**config.mk**
```make
export PLATFORM = sky130hd
export DESIGN_NAME = prog_loader_flat
export DESIGN_NICKNAME = d
export VERILOG_FILES = /design/src/rtl/prog_loader_if.sv /design/src/rtl/prog_loader.sv /design/src/flat_wrapper.sv
export SDC_FILE = /design/constraint.sdc
export NUM_CORES = 2
export LEC_CHECK = 0
export CELL_PAD_IN_SITES_DETAIL_PLACEMENT = 2
export CELL_PAD_IN_SITES_GLOBAL_PLACEMENT = 2
export CORE_UTILIZATION = 38
export DETAILED_ROUTE_END_ITERATION = 12
export GPL_TIMING_DRIVEN = 0
export PLACE_DENSITY_LB_ADDON = 0.1
export SYNTH_ARGS = -nofsm -noshare
export SYNTH_HDL_FRONTEND = slang
export SYNTH_SLANG_ARGS = --single-unit
```
**constraint.sdc**
```tcl
create_clock -name clock -period 9.6 [get_ports clock]
set_clock_uncertainty 0.15 [all_clocks]
set_input_delay 2.88 -clock clock [delete_from_list [all_inputs] [get_ports clock]]
set_output_delay 2.88 -clock clock [all_outputs]
set_load 0.02 [all_outputs]
```
**src/rtl/prog_loader_if.sv**
```systemverilog
// prog_loader_if: byte-stream valid/ready channel that feeds the program loader.
// The master drives bytes; the slave (the loader) answers with byte_ready.
interface prog_loader_if;
  logic [7:0] byte_in;
  logic       byte_valid;
  logic       byte_ready;

  modport master (output byte_in, output byte_valid, input byte_ready);
  modport slave  (input byte_in, input byte_valid, output byte_ready);
endinterface

```
**src/rtl/prog_loader.sv**
```systemverilog
// prog_loader: run-time writable 256 x 16 program memory.
// Accepts a framed byte stream (length header N meaning N+1 words, then
// big-endian HI/LO byte pairs) and writes words to consecutive addresses
// from 0. The read port (address -> data) is asynchronous, like the ROM's.
// Optional feature macro: LOADER_CHECKSUM_EN adds a trailing XOR checksum
// byte and drives the error output; without it error is constant 0.
module prog_loader #(
  parameter int DEPTH = 256
) (
  input  logic         clock,
  input  logic         reset_n,
  input  logic         start,
  prog_loader_if.slave stream,
  input  logic [7:0]   address,
  output logic [15:0]  data,
  output logic         busy,
  output logic         done,
  output logic [8:0]   word_count,
  output logic         error
);

  typedef enum logic [2:0] {
    S_IDLE = 3'd0,
    S_HDR  = 3'd1,
    S_HI   = 3'd2,
    S_LO   = 3'd3,
`ifdef LOADER_CHECKSUM_EN
    S_CHK  = 3'd4,
`endif
    S_DONE = 3'd5
  } state_t;

  state_t      state_r;
  state_t      next_state_s;
  logic        byte_ready_r;
  logic        busy_r;
  logic        done_r;
  logic [8:0]  word_count_r;
  logic [8:0]  len_r;
  logic [7:0]  hi_r;
  logic        ready_next_s;
  logic        accept_s;
  logic        start_ok_s;
  logic        last_word_s;
  logic [15:0] mem_r [0:DEPTH-1];

`ifdef LOADER_CHECKSUM_EN
  logic [7:0]  acc_r;
  logic        error_r;
`endif

  // A byte moves only when valid meets the registered ready.
  assign accept_s    = stream.byte_valid && byte_ready_r;
  assign start_ok_s  = start && ((state_r == S_IDLE) || (state_r == S_DONE));
  assign last_word_s = ((word_count_r + 9'd1) == len_r);

  // Next-state decode and the ready/busy value the next state implies.
  always_comb begin
    next_state_s = state_r;
    ready_next_s = 1'b0;
    case (state_r)
      S_IDLE, S_DONE: begin
        if (start_ok_s) next_state_s = S_HDR;
        else            next_state_s = state_r;
      end
      S_HDR: begin
        if (accept_s) next_state_s = S_HI;
        else          next_state_s = S_HDR;
      end
      S_HI: begin
        if (accept_s) next_state_s = S_LO;
        else          next_state_s = S_HI;
      end
      S_LO: begin
        if (accept_s && last_word_s) begin
`ifdef LOADER_CHECKSUM_EN
          next_state_s = S_CHK;
`else
          next_state_s = S_DONE;
`endif
        end else if (accept_s) begin
          next_state_s = S_HI;
        end else begin
          next_state_s = S_LO;
        end
      end
`ifdef LOADER_CHECKSUM_EN
      S_CHK: begin
        if (accept_s) next_state_s = S_DONE;
        else          next_state_s = S_CHK;
      end
`endif
      default: next_state_s = S_IDLE;
    endcase

    case (next_state_s)
      S_HDR, S_HI, S_LO: ready_next_s = 1'b1;
`ifdef LOADER_CHECKSUM_EN
      S_CHK:             ready_next_s = 1'b1;
`endif
      default:           ready_next_s = 1'b0;
    endcase
  end

  // Control state, registered status outputs and frame bookkeeping.
  always_ff @(posedge clock) begin
    if (!reset_n) begin
      state_r      <= S_IDLE;
      byte_ready_r <= 1'b0;
      busy_r       <= 1'b0;
      done_r       <= 1'b0;
      word_count_r <= 9'd0;
      len_r        <= 9'd0;
      hi_r         <= 8'd0;
`ifdef LOADER_CHECKSUM_EN
      acc_r        <= 8'd0;
      error_r      <= 1'b0;
`endif
    end else begin
      state_r      <= next_state_s;
      byte_ready_r <= ready_next_s;
      busy_r       <= ready_next_s;
      done_r       <= (next_state_s == S_DONE);
      if (start_ok_s) begin
        word_count_r <= 9'd0;
`ifdef LOADER_CHECKSUM_EN
        acc_r        <= 8'd0;
        error_r      <= 1'b0;
`endif
      end else if (accept_s) begin
        case (state_r)
          S_HDR: len_r <= {1'b0, stream.byte_in} + 9'd1;
          S_HI: begin
            hi_r <= stream.byte_in;
`ifdef LOADER_CHECKSUM_EN
            acc_r <= acc_r ^ stream.byte_in;
`endif
          end
          S_LO: begin
            word_count_r <= word_count_r + 9'd1;
`ifdef LOADER_CHECKSUM_EN
            acc_r <= acc_r ^ stream.byte_in;
`endif
          end
`ifdef LOADER_CHECKSUM_EN
          S_CHK: error_r <= (stream.byte_in != acc_r);
`endif
          default: len_r <= len_r;
        endcase
      end else begin
        word_count_r <= word_count_r;
      end
    end
  end

  // Word write on the LO-byte edge; contents survive reset and start.
  always_ff @(posedge clock) begin
    if (reset_n && accept_s && (state_r == S_LO)) begin
      mem_r[word_count_r[7:0]] <= {hi_r, stream.byte_in};
    end
  end

  assign stream.byte_ready = byte_ready_r;
  assign busy              = busy_r;
  assign done              = done_r;
  assign word_count        = word_count_r;
  assign data              = mem_r[address];
`ifdef LOADER_CHECKSUM_EN
  assign error             = error_r;
`else
  assign error             = 1'b0;
`endif

endmodule

```
**src/flat_wrapper.sv**
```systemverilog
// flat-port wrapper written by rule: the top's interface ports become plain ports
module prog_loader_flat 
#(
  parameter int DEPTH = 256
)
  (clock, reset_n, start, address, data, busy, done, word_count, error, stream_byte_in, stream_byte_valid, stream_byte_ready);
  prog_loader_if stream_i ();
  input  logic clock;
  input  logic reset_n;
  input  logic start;
  input  logic [7:0] address;
  output logic [15:0] data;
  output logic busy;
  output logic done;
  output logic [8:0] word_count;
  output logic error;
  input wire logic [$bits(stream_i.byte_in)-1:0] stream_byte_in;
  input wire logic [$bits(stream_i.byte_valid)-1:0] stream_byte_valid;
  output wire logic [$bits(stream_i.byte_ready)-1:0] stream_byte_ready;
  assign stream_i.byte_in = stream_byte_in;
  assign stream_i.byte_valid = stream_byte_valid;
  assign stream_byte_ready = stream_i.byte_ready;
  prog_loader #(.DEPTH(DEPTH)) u_core (.clock(clock), .reset_n(reset_n), .start(start), .stream(stream_i), .address(address), .data(data), .busy(busy), .done(done), .word_count(word_count), .error(error));
endmodule
```
==> qor.csv <==
stage,metric,value,unit
clocking,CTS H-tree lvls,5,
power,Worst VDD drop,0.165,mV
timing,Slew @ Worst Pin,1510,ps
final_layout,most frequent cells in the layout,"edfxtp_1 (4096), mux4_2 (881), mux2i_1 (493), clkbuf_16 (469), nor2_2 (232)",
worst_setup_path,CP arrival,6790,ps
flow_run,total of max-cap violations,1,
final_layout,nets,8503,
timing,Hold Slack,350,ps
clocking,hold_buf cts,0,
worst_setup_path,Crit-path slowest cell,nor4_4,
timing,shortest period the worst path allows,9820,ps
synth,Synth top area share,76.9,%
grt,first-pass GRT wire length,903,mm
floorplanning,DIE WIDTH,651,µm
worst_setup_path,r2r worst-path depth,10,
clocking,clk_lat worst skew,1020,ps
worst_setup_path,most frequent CP cell,buf_4,
clocking,TritonCTS buffer count,452,
routing,DRC viols,0,
worst_setup_path,flop2flop setup slack,3650,ps
timing,final-report hold violation count,0,
min_path,Min-Delay Path Class,flip-flop to flip-flop,
power,Pwr per Cell Area,202,nW/µm²
timing,max_slew headroom,-0.452,%
floorplanning,total number of placement rows,237,
min_path,worst hold path startpoint,u_core.len_r[1],
power,leak pwr,57.2,nW
clocking,clock root buffer,clkbuf_16,
worst_setup_path,startpoint types,input pin,
synth,"Distinct cells, synth",67,
timing,"crit path setup slack, layout",-220,ps
synth,Yosys top cell by area,edfxtp_1,
floorplanning,core area,418000,µm²
synth,mapped cell area,160000,µm²
synth,post-synthesis sequential area ratio,77.3,%
final_layout,number of fill cells,36600,
synth,post-synthesis register bit count,4127,
clocking,clock slew at reported path FFs,60,ps
min_path,Hold Path End,u_core.len_r[1],
timing,setup TNS,-767,ps
grt,largest net degree at the start of global routing,145,
timing,endpoints failing setup,12,
routing,DR pass1 iterations,6,
routing,routed wire length,697,mm
final_layout,Syn-to-layout area delta,21.7,%
clocking,Max clock buf depth,4,
worst_setup_path,Worst Setup End Kind,primary output,
placement,placed cell areas,175000,µm²
routing,Antenna Nets Post-Route,0,
floorplanning,I/O pins,49,
final_layout,final core utilization,46.6,%
final_layout,cell area after layout,195000,µm²
clocking,CTS tree,done,
min_path,hold path cells,2,
grt,vias in the first global route,91000,
synth,ys async rst share,0,%
routing,routed vias,91700,
worst_setup_path,worst path required time,6570,ps
placement,Port Buffer Count,47,
timing,Max Clock Freq,0.102,GHz
worst_setup_path,worst-path maximum fanout,10,
routing,WL per Instance,48.5,µm
clocking,clock sink count,4127,
placement,post-DP HPWL,489,mm
placement,pre-CTS setup slack,-3950,ps
routing,drt initial violations,14500,
floorplanning,die area,424000,µm²
placement,gp weighted congestion,1.01,
floorplanning,Die Height,651,µm
final_layout,"most common cell after layout, fill and taps aside",edfxtp_1,
synth,Synth area leaders,"edfxtp_1 (77%), mux4_2 (12%), mux2i_1 (3.1%)",
final_layout,Multi-input gate area,36400,µm²
routing,Vias/cell,6.38,
final_layout,register area,124000,µm²
synth,Post-synth EDFFs,4096,
worst_setup_path,Crit Path Class,input pin to primary output,
status,status,finished with violations,
grt,initial antenna violation count,72,
worst_setup_path,reg2reg start,u_core.state_r[0],
timing,"Slew Viols, Final",10,
synth,yosys warns,0,
worst_setup_path,critical-path cell list,"buf_2, clkbuf_8, clkinvlp_4, buf_4, clkbuf_4, clkbuf_16, o221ai_1, buf_4, a21oi_1, o21ai_2, nand4_1, nor4_4, buf_4",
grt,Congestion Overflow GR,0,
synth,Syn Nets,7551,
worst_setup_path,kind of cell adding the most delay to the critical path,buffers and inverters,
synth,dominant synthesized flop cell,edfxtp_1,
worst_setup_path,"slowest stage delay, CP",760,ps
floorplanning,Starting Density,38.3,%
grt,total track usage,32.5,%
synth,Synth Instances,7526,
synth,Mean Syn Cell Area,21.3,µm²
timing,Tcrit/Tclk final,102,%
final_layout,share of cells above drive strength 1,32.9,%
status,failing checks,"capacitance limit, slew limit, setup timing",
worst_setup_path,worst reg2reg path endpoint,u_core.mem_r[91][12],
worst_setup_path,buffers and inverters on the worst path,8,
-- sequential cells by signal (all words and copies together), names as in the netlist --
register / flops
u_core.busy: 1
u_core.word_count: 9
u_core.mem_r: 4096
u_core.done: 1
u_core.state_r: 3
u_core.len_r: 9
u_core.hi_r: 8
-- cells by family (layout without fill, tap and decap cells) --
| kind of cell | after synthesis | count (layout) | synth area share, % |
|---|---|---|---|
| AOI/OAI and AO/OA | 668 | 668 | 2.86 |
| xor gates and xnor gates | 23 | 23 | 0.126 |
| adders and majority gates | 5 | 5 | 0.0391 |
| buffers and inverters | 463 | 1779 | 1.66 |
| DFF | 4127 | 4127 | 77.3 |
| muxes | 1387 | 1387 | 15.6 |
| other | 1 | 36 | 0.00234 |
| and+or+nand+nor | 852 | 852 | 2.40 |
-- cells in the mapped netlist (7+ instances only) --
master	n
mux2i_1	499
xnor2_1	11
nor2b_1	20
buf_4	65
mux4_2	881
nor3_1	114
xor2_1	12
a21oi_1	142
buf_6	35
o31ai_1	12
o221ai_1	153
and3_1	14
or3_1	29
a211oi_1	40
edfxtp_1	4096
nand3_1	53
nor4_1	29
buf_12	12
a22oi_1	42
a22o_1	8
nand4_1	18
buf_8	12
o22ai_1	150
inv_1	7
buf_2	62
or2_2	12
clkbuf_1	214
o311ai_0	15
o21ai_0	63
nor2_1	356
nand2_1	174
buf_1	55
mux4_1	7
dfxtp_1	31
-- timing repair --
action | 4_1_cts | 5_1_grt
resized for setup | 1185 | 18
setup endpoints to repair | 16 | 13
buffers inserted | 118 | 8
pin swaps | 69 | 14
gates cloned | 0 | 0
-- power breakdown --
part,switching (W),internal (W)
Sequential,0.00000408,0.0197
Combinational,0.00168,0.000728
Clock,0.00751,0.00982
-- per-stage QoR --
step | std cells | power (W)
6_report | 14400 | 0.0394
5_1_grt | 14300 | 0.0401
4_1_cts | 14300 | 0.0395
3_5_place_dp | 13400 | 0.0221
3_3_place_gp | 13100 | 0.0222
2_1_floorplan | 7526 | 0.0209
-- cell type report --
class | instances | area share, %
Clock buffer | 557 | 6.04
Timing Repair Buffer | 501 | 4.15
Antenna cell | 35 | 0.0450
Clock inverter | 261 | 1.30
Multi-Input combinational cell | 2936 | 18.7
Inverter | 8 | 0.0199
Tap cell | 5497 | 3.53
Buffer | 452 | 2.72
Sequential cell | 4127 | 63.5
-- worst max path at each step --
stage,start,endpoint,slack (ps),depth (start not counted)
6_report,address[4],data[3],-220,13
5_1_grt,address[0],data[6],-2,15
4_1_cts,address[0],data[3],-20,15
3_5_place_dp,address[1],data[6],-3950,14
3_3_place_gp,address[1],data[3],-6320,11
2_1_floorplan,address[0],data[3],1180,12
-- tightest hold or removal path: stages, from the launching register on --
cell and delay (ps):
dfxtp_1 330, nand2_1 60, a21boi_0 60
-- per-layer routing --
layer / routed length (µm) / GRT usage (%) / up-vias
met1: 274000 / 44.4 / 51100
met2: 311000 / 48.8 / 5702
met3: 73600 / 8.30 / 1142
met4: 38800 / 15.4 / 14
li1: - / - / 33700
met5: 104 / 0 / -
(Power assumes the default switching activity.)
